==> src/rtl/serial_frame_tx.sv <==
// serial_frame_tx
//   Serialises one WIDTH-bit word per frame onto a single line that idles low.
//   Frame: start(1), WIDTH data bits MSB-first, optional even parity, stop(0).
//   Ports:
//     clk         rising-edge clock
//     rst         asynchronous reset, active low
//     in_valid    source presents a word on in_data
//     in_data     word to send, captured on the accept edge only
//     in_ready    block can take a word this cycle (state decode only)
//     out         registered serial line
//     busy        registered, high while a frame is on the line
//     frame_done  high during the final clock of the stop bit
module serial_frame_tx #(
  parameter int WIDTH      = 8,
  parameter int BIT_CYCLES = 1,
  parameter int PARITY_EN  = 1
) (
  input  logic             clk,
  input  logic             rst,
  input  logic             in_valid,
  input  logic [WIDTH-1:0] in_data,
  output logic             in_ready,
  output logic             out,
  output logic             busy,
  output logic             frame_done
);

  localparam int BW = (WIDTH > 1) ? $clog2(WIDTH) : 1;

  typedef enum logic [2:0] {
    IDLE   = 3'd0,
    START  = 3'd1,
    DATA   = 3'd2,
    PARITY = 3'd3,
    STOP   = 3'd4
  } state_e;

  state_e           state_q, state_d;
  logic [WIDTH-1:0] shreg_q, shreg_d;
  logic             par_q, par_d;
  logic [BW-1:0]    bit_q, bit_d;
  logic [7:0]       cyc_q, cyc_d;
  logic             out_q, out_d;
  logic             busy_q, busy_d;

  logic cyc_last, bit_last, accept;

  assign cyc_last = (cyc_q == 8'(BIT_CYCLES - 1));
  assign bit_last = (bit_q == BW'(WIDTH - 1));

  // Ready is also raised in the last stop clock so a waiting word can start
  // the next frame with no idle gap.
  assign in_ready   = (state_q == IDLE) || ((state_q == STOP) && cyc_last);
  assign frame_done = (state_q == STOP) && cyc_last;
  assign accept     = in_valid && in_ready;

  assign out  = out_q;
  assign busy = busy_q;

  always_comb begin
    state_d = state_q;
    shreg_d = shreg_q;
    par_d   = par_q;
    bit_d   = bit_q;
    cyc_d   = cyc_q;

    if (state_q == IDLE) begin
      if (accept) begin
        state_d = START;
        shreg_d = in_data;
        par_d   = ^in_data;
        bit_d   = '0;
        cyc_d   = '0;
      end
    end else if (!cyc_last) begin
      cyc_d = cyc_q + 8'd1;
    end else begin
      cyc_d = '0;
      unique case (state_q)
        START: begin
          state_d = DATA;
          bit_d   = '0;
        end
        DATA: begin
          // The line always shows shreg MSB, so shift at the end of each bit.
          shreg_d = shreg_q << 1;
          if (bit_last) state_d = (PARITY_EN != 0) ? PARITY : STOP;
          else          bit_d   = bit_q + BW'(1);
        end
        PARITY: state_d = STOP;
        STOP: begin
          if (accept) begin
            state_d = START;
            shreg_d = in_data;
            par_d   = ^in_data;
            bit_d   = '0;
          end else begin
            state_d = IDLE;
          end
        end
        default: state_d = IDLE;
      endcase
    end
  end

  // out/busy are registered, so decode them from the state being entered.
  always_comb begin
    out_d  = 1'b0;
    busy_d = (state_d != IDLE);
    unique case (state_d)
      START:   out_d = 1'b1;
      DATA:    out_d = shreg_d[WIDTH-1];
      PARITY:  out_d = par_d;
      default: out_d = 1'b0;
    endcase
  end

  always_ff @(posedge clk or negedge rst) begin
    if (!rst) begin
      state_q <= IDLE;
      shreg_q <= '0;
      par_q   <= 1'b0;
      bit_q   <= '0;
      cyc_q   <= '0;
      out_q   <= 1'b0;
      busy_q  <= 1'b0;
    end else begin
      state_q <= state_d;
      shreg_q <= shreg_d;
      par_q   <= par_d;
      bit_q   <= bit_d;
      cyc_q   <= cyc_d;
      out_q   <= out_d;
      busy_q  <= busy_d;
    end
  end

endmodule

==> config.mk <==
export PLATFORM = sky130hd
export DESIGN_NAME = serial_frame_tx
export DESIGN_NICKNAME = d
export VERILOG_FILES = /design/src/rtl/serial_frame_tx.sv
export SDC_FILE = /design/constraint.sdc
export NUM_CORES = 1
export LEC_CHECK = 0
export ABC_AREA = 1
export BUFFER_PORTS_ARGS = -buffer_cell sky130_fd_sc_hd__buf_4
export CAP_MARGIN = 20
export CORE_ASPECT_RATIO = 0.7
export CORE_MARGIN = 5
export CORE_UTILIZATION = 50
export CTS_CLUSTER_DIAMETER = 120
export DETAILED_ROUTE_END_ITERATION = 8
export HOLD_SLACK_MARGIN = 0.02
export MAX_ROUTING_LAYER = met4
export PLACE_DENSITY = 0.69
export SYNTH_ARGS = -nofsm -noshare
export SYNTH_HDL_FRONTEND = slang
export SYNTH_SLANG_ARGS = --single-unit
export TNS_END_PERCENT = 5
==> constraint.sdc <==
create_clock -name clk -period 1.9 [get_ports clk]
set_input_delay 0.095 -clock clk [delete_from_list [all_inputs] [get_ports clk]]
set_output_delay 0.095 -clock clk [all_outputs]
set_load 0.02 [all_outputs]
---- Yosys cells after proc, flatten, opt, wreduce, memory -nomap -nowiden ----
Cells that the tools add are included.
storage, ports and cells
  logic and storage cells ................. 55
  register bits ........................... 25
operators by class
  equality and inequality tests ........... 10
  reduce and logical (&&, ||, !) cells .... 12
  mux-type cells .......................... 23
  $add $sub $neg .......................... 2
operators by type and width
  cell                                                 number
  2-to-1 mux 8 bit                                     6
  2-to-1 mux 3 bit                                     8
  case mux 8 bit (2 select lines)                      1
  equality test 3 x 2 -> 1 bit, second input constant  4
  case mux 3 bit (4 select lines)                      1
  case mux 3 bit (3 select lines)                      1
  adder 8 x 1 -> 8 bit, second input constant          1
  zero test 8 bit                                      1
  parity 8 bit                                         1
  equality test 3 x 1 -> 1 bit, second input constant  2
  equality test 3 bit, second input constant           2
  nonzero test 3 bit                                   2
  2-to-1 mux 1 bit                                     5
  nonzero test 4 bit                                   1
  adder 3 x 1 -> 3 bit, second input constant          1
  zero test 3 bit                                      1
  inequality test 3 bit, second input constant         1
  case mux 1 bit (3 select lines)                      1
  AND reduction 3 bit                                  1
  logical AND 1 bit                                    2
  inequality test 2 bit, second input constant         1
  AND reduction 2 bit                                  1
  nonzero test 2 bit                                   1
  logical OR 1 bit                                     1

---- Logic depth before layout (Yosys ltp) ----
  depth after elaboration ................. 10
  mapped depth ............................ 13
  depth with buffers taken out ............ 12

---- Worst setup path after synthesis ----
Ideal clock, no wire load.
  path type ............................... flip-flop to flip-flop
  start point ............................. reg cyc_q[0]
  end point ............................... reg out_q (netlist: out)
  setup time .............................. 0.125 ns
  cell stages (with the launch flop) ...... 13
  slack ................................... 0.392 ns
  data arrival time ....................... 1.383 ns
  cells stage by stage .................... dfrtp_1 -> inv_1 -> ha_1 -> nand2_2 -> nor2_4 -> buf_6 -> inv_2 -> a21oi_1 -> nand2_1 -> nand2_1 -> nor2_1 -> nand2_1 -> nand3_1
between the ends
  cells in the longest elaborated chain, start to end .. 10
  elaborated cells on any way between the ends .. 21
  classes of those cells .................. eq/ne: 3; mux: 14; reduce/logical: 4
RTL lines
  item                                                                                 RTL line  source
  from (decl)                                                                          42        logic [7:0] cyc_q, cyc_d;
  from (signal assigned)                                                               132       cyc_q <= cyc_d;
  zero test 8 bit (*)                                                                  48        assign cyc_last = (cyc_q == 8'(BIT_CYCLES - 1));
  logical AND 1 bit                                                                    53        assign in_ready = (state_q == IDLE) || ((state_q == STOP) && cyc_last);
  logical OR 1 bit                                                                     53
  logical AND 1 bit                                                                    55        assign accept = in_valid && in_ready;
  2-to-1 mux 1 bit                                                                     92        if (accept) begin
  case mux 3 bit (4 select lines)                                                      79        unique case (state_q)
  2-to-1 mux 3 bit                                                                     75        end else if (!cyc_last) begin
  2-to-1 mux 3 bit                                                                     67        if (state_q == IDLE) begin
  equality test 3 x 2 -> 1 bit / equality test 3 x 1 -> 1 bit (equally long branches)  110       unique case (state_d)
  case mux 1 bit (3 select lines) (*)                                                  110
  named net out_d                                                                      43        logic out_q, out_d;
  to (signal assigned)                                                                 133       out_q <= out_d;
  to (decl)                                                                            43
Mark *: on every way through the listed nets, which the timed path passes. The rest lies on a longest branch. The select of a mux whose other input is x is not followed.
A chain may end at the register's enable or synchronous reset.

---- Worst setup path in the final report ----
Ends and elaborated chain as after synthesis.

==> results.py <==
metrics = {
    "sta": {
        "slew_viol_final": 0,
        "finalSetupViolCount": 0,
        "hold_violations": 0,
        "tns_ns": 0,
        "grt_setup_unrepaired": "no",
        "worst_pin_slew_ns": 0.313,
        "holdWs_ns": 0.0787,
        "relSlewSlack": 0.791,
        "min_period_ns": 1.75,
        "min_period_over_period": 0.918,
        "skew_ns": 0.00653,
        "fmax_mhz": 573,
        "worst_slack_ns": 0.155,
    },
    "drt": {
        "dr.first_iter.drc_count": 80,
        "dr_total_vias": 1238,
        "drc": 0,
        "drtPass1Iterations": 4,
        "drtAntennaViolNets": 0,
        "wl_per_cell_um": 12.5,
        "routed_wl_mm": 3.09,
        "via_per_inst": 5.03,
    },
    "synth": {
        "synth_top_area_frac": 0.411,
        "syn_area_mm2": 0.00152,
        "ys_ff_latch": 25,
        "synth_top_cells_by_count": "nand2_1, dfrtp_1, inv_1, nand3_1, xor2_1",
        "yosysTopAreaCell": "dfrtp_1",
        "ys_warn_count": 0,
        "ys_seq_area_frac": 0.411,
        "synth_edf_count": 0,
        "syn_nets": 203,
        "yosys.cell_count.top_type": "nand2_1",
        "async_flop_share": 1.00,
        "syn_inst": 188,
        "synthDistinctLibCells": 28,
        "syn_avg_cell_area_um2": 8.11,
        "synth.area.top_cells": "dfrtp_1, nand2_1, xor2_1",
        "synth_top_flop_cell": "dfrtp_1",
    },
    "worst_setup_path": {
        "slowest_stage": "dfrtp_1",
        "crit_arrival_ns": 1.90,
        "critical_path_class": "reg2reg",
        "crit_fanout": 7,
        "required_ns": 2.05,
        "path_cells": "inv_1 -> ha_1 -> nand2_2 -> nor2_4 -> buf_4 -> inv_2 -> a21oi_1 -> nand2_1 -> nand2_1 -> nor2_1 -> nand2_1 -> nand3_1",
        "worstSetupStartpointType": "register",
        "slowest_delay_ns": 0.39,
        "cp_common_cell": "nand2_1",
        "end_kind": "register",
    },
    "clock_network": {
        "cts_tree": "yes",
        "clk_pin_slew_ns": 0.08,
        "numCtsBuffers": 3,
        "clkLatencyLatePin_ns": 0.26,
        "numClockSinks": 25,
        "cts_root_buf": "clkbuf_8",
        "htreeDepth": 1,
        "cts_max_path_buffers": 2,
    },
    "global_route": {
        "grt_max_degree": 26,
        "grt_pass1_wl_mm": 5.32,
        "gr-total-overflow": 0,
        "grt_pass1_vias": 1202,
        "antenna_found_initial": 0,
        "gr-usage-all-layers": 0.155,
    },
    "layout": {
        "antenna_cells": 0,
        "fillers": 252,
        "drive_gt1_frac": 0.210,
        "area_delta_synth_final_pct": 14.7,
        "fin_nets": 226,
        "finalNonFillerCells": 246,
    },
    "placement": {
        "globalplace.congestion": 0.826,
        "portBuffers": 14,
        "pre_cts_ws_ns": 0.112,
        "place_hpwl_mm": 2.43,
        "dp.cells": 238,
    },
    "floorplanning": {
        "ios": 15,
        "rows": 16,
        "coreArea_mm2": 0.00286,
        "die_h_um": 56.2,
        "die_area_mm2": 0.00427,
        "start_util": 0.532,
        "die_w_um": 76.0,
    },
    "pwr": {
        "power_density_mw_per_mm2": 1310,
        "leakagePower_nw": 0.900,
        "ir_drop_mv": 0.806,
        "p_total_mw": 2.29,
    },
    "status": {
        "status": "finished, final reports clean",
    },
    "flow_run": {
        "cap_violations": 0,
    },
    "min_path": {
        "hold_path.class": "in2reg",
    },
}
-- logic make-up after synthesis --
logic type,count (synthesis),synth area share
adders and majority gates,4,0.0328
AOI/OAI and AO/OA,20,0.0862
DFF,25,0.411
buffers and inverters,27,0.0764
xor gates and xnor gates,14,0.0805
and+or+nand+nor,98,0.314
-- area by class of cell --
| type | count | area [µm²] | area share |
|---|---|---|---|
| clock buffers | 4 | 45.0 | 0.0258 |
| inverters | 26 | 105 | 0.0601 |
| multi-input cells | 136 | 782 | 0.447 |
| flip-flops and latches | 25 | 626 | 0.358 |
| well taps | 36 | 45.0 | 0.0258 |
| repair buffers | 19 | 145 | 0.0830 |
-- metrics by stage --
stage           util  area (µm²)
3_3_place_gp   0.583        1670
4_1_cts        0.603        1730
3_5_place_dp   0.583        1670
5_1_grt        0.611        1750
6_report       0.611        1750
2_1_floorplan      -        1520
-- state kept, by name, summed over array words and instances (netlist names) --
register and cells:
cyc_q 8, shreg_q 8, bit_q 3, state_q 3, busy 1, out 1, par_q 1
-- worst paths after layout --
kind	cells after the start	start	slack, ns	endpoint
max in group asynchronous	2	rst	1.39	shreg_q[1]$_DFFE_PN0P_
max	12	cyc_q[0]$_DFFE_PN0P_	0.15	out$_DFF_PN0_
min in group asynchronous	2	rst	0.26	cyc_q[2]$_DFFE_PN0P_
min	3	in_data[3]	0.08	shreg_q[3]$_DFFE_PN0P_
min reg2reg	2	shreg_q[0]$_DFFE_PN0P_	0.49	shreg_q[0]$_DFFE_PN0P_
max reg2reg	12	cyc_q[0]$_DFFE_PN0P_	0.15	out$_DFF_PN0_
-- power breakdown --
part | switching, mW | internal, mW | total [mW]
Clock | 0.154 | 0.150 | 0.303
Combinational | 0.752 | 0.434 | 1.19
Sequential | 0.108 | 0.696 | 0.804
Total | 1.01 | 1.28 | 2.29
-- per-layer routing --
| layer | up-vias | share of wire | global-route usage |
|---|---|---|---|
| met5 | - | 0 | - |
| met4 | 0 | 0.0039 | 0.0330 |
| met3 | 2 | 0.040 | 0.0437 |
| met2 | 24 | 0.45 | 0.223 |
| met1 | 565 | 0.51 | 0.215 |
| li1 | 647 | - | - |
-- repair_timing --
item | in CTS | in global routing
hold endpoints to repair | 25 | 0
hold buffers | 1 | 0
resized for setup | 0 | 0
buffers inserted | 0 | 3
setup endpoints to repair | 0 | 6
-- cell usage in the layout, fill, tap and decap left out, types with 3 or more instances in the layout --
cell type and instances:
buf_4 18, clkbuf_8 3, dfrtp_1 25, ha_1 4
inv_1 19, inv_2 4, inv_4 3, nand2_1 57
nand2_2 5, nand3_1 11, nand4_1 5, nor2_1 8
nor2_2 3, o21ai_0 3, o21ai_1 4, o221ai_1 4
o22ai_1 4, xnor2_1 5, xor2_1 9
-- worst max-delay path, delay by kind of cell, from the launching register on --
kind / cells / cell delay [ns]
AO/OA/AOI/OAI: 1 / 0.13
AND/OR/NAND/NOR: 7 / 0.57
buffers and inverters: 3 / 0.37
adder cells (fa/ha/maj): 1 / 0.18
flip-flops: 1 / 0.39
Power figures use the tool's default switching activity.
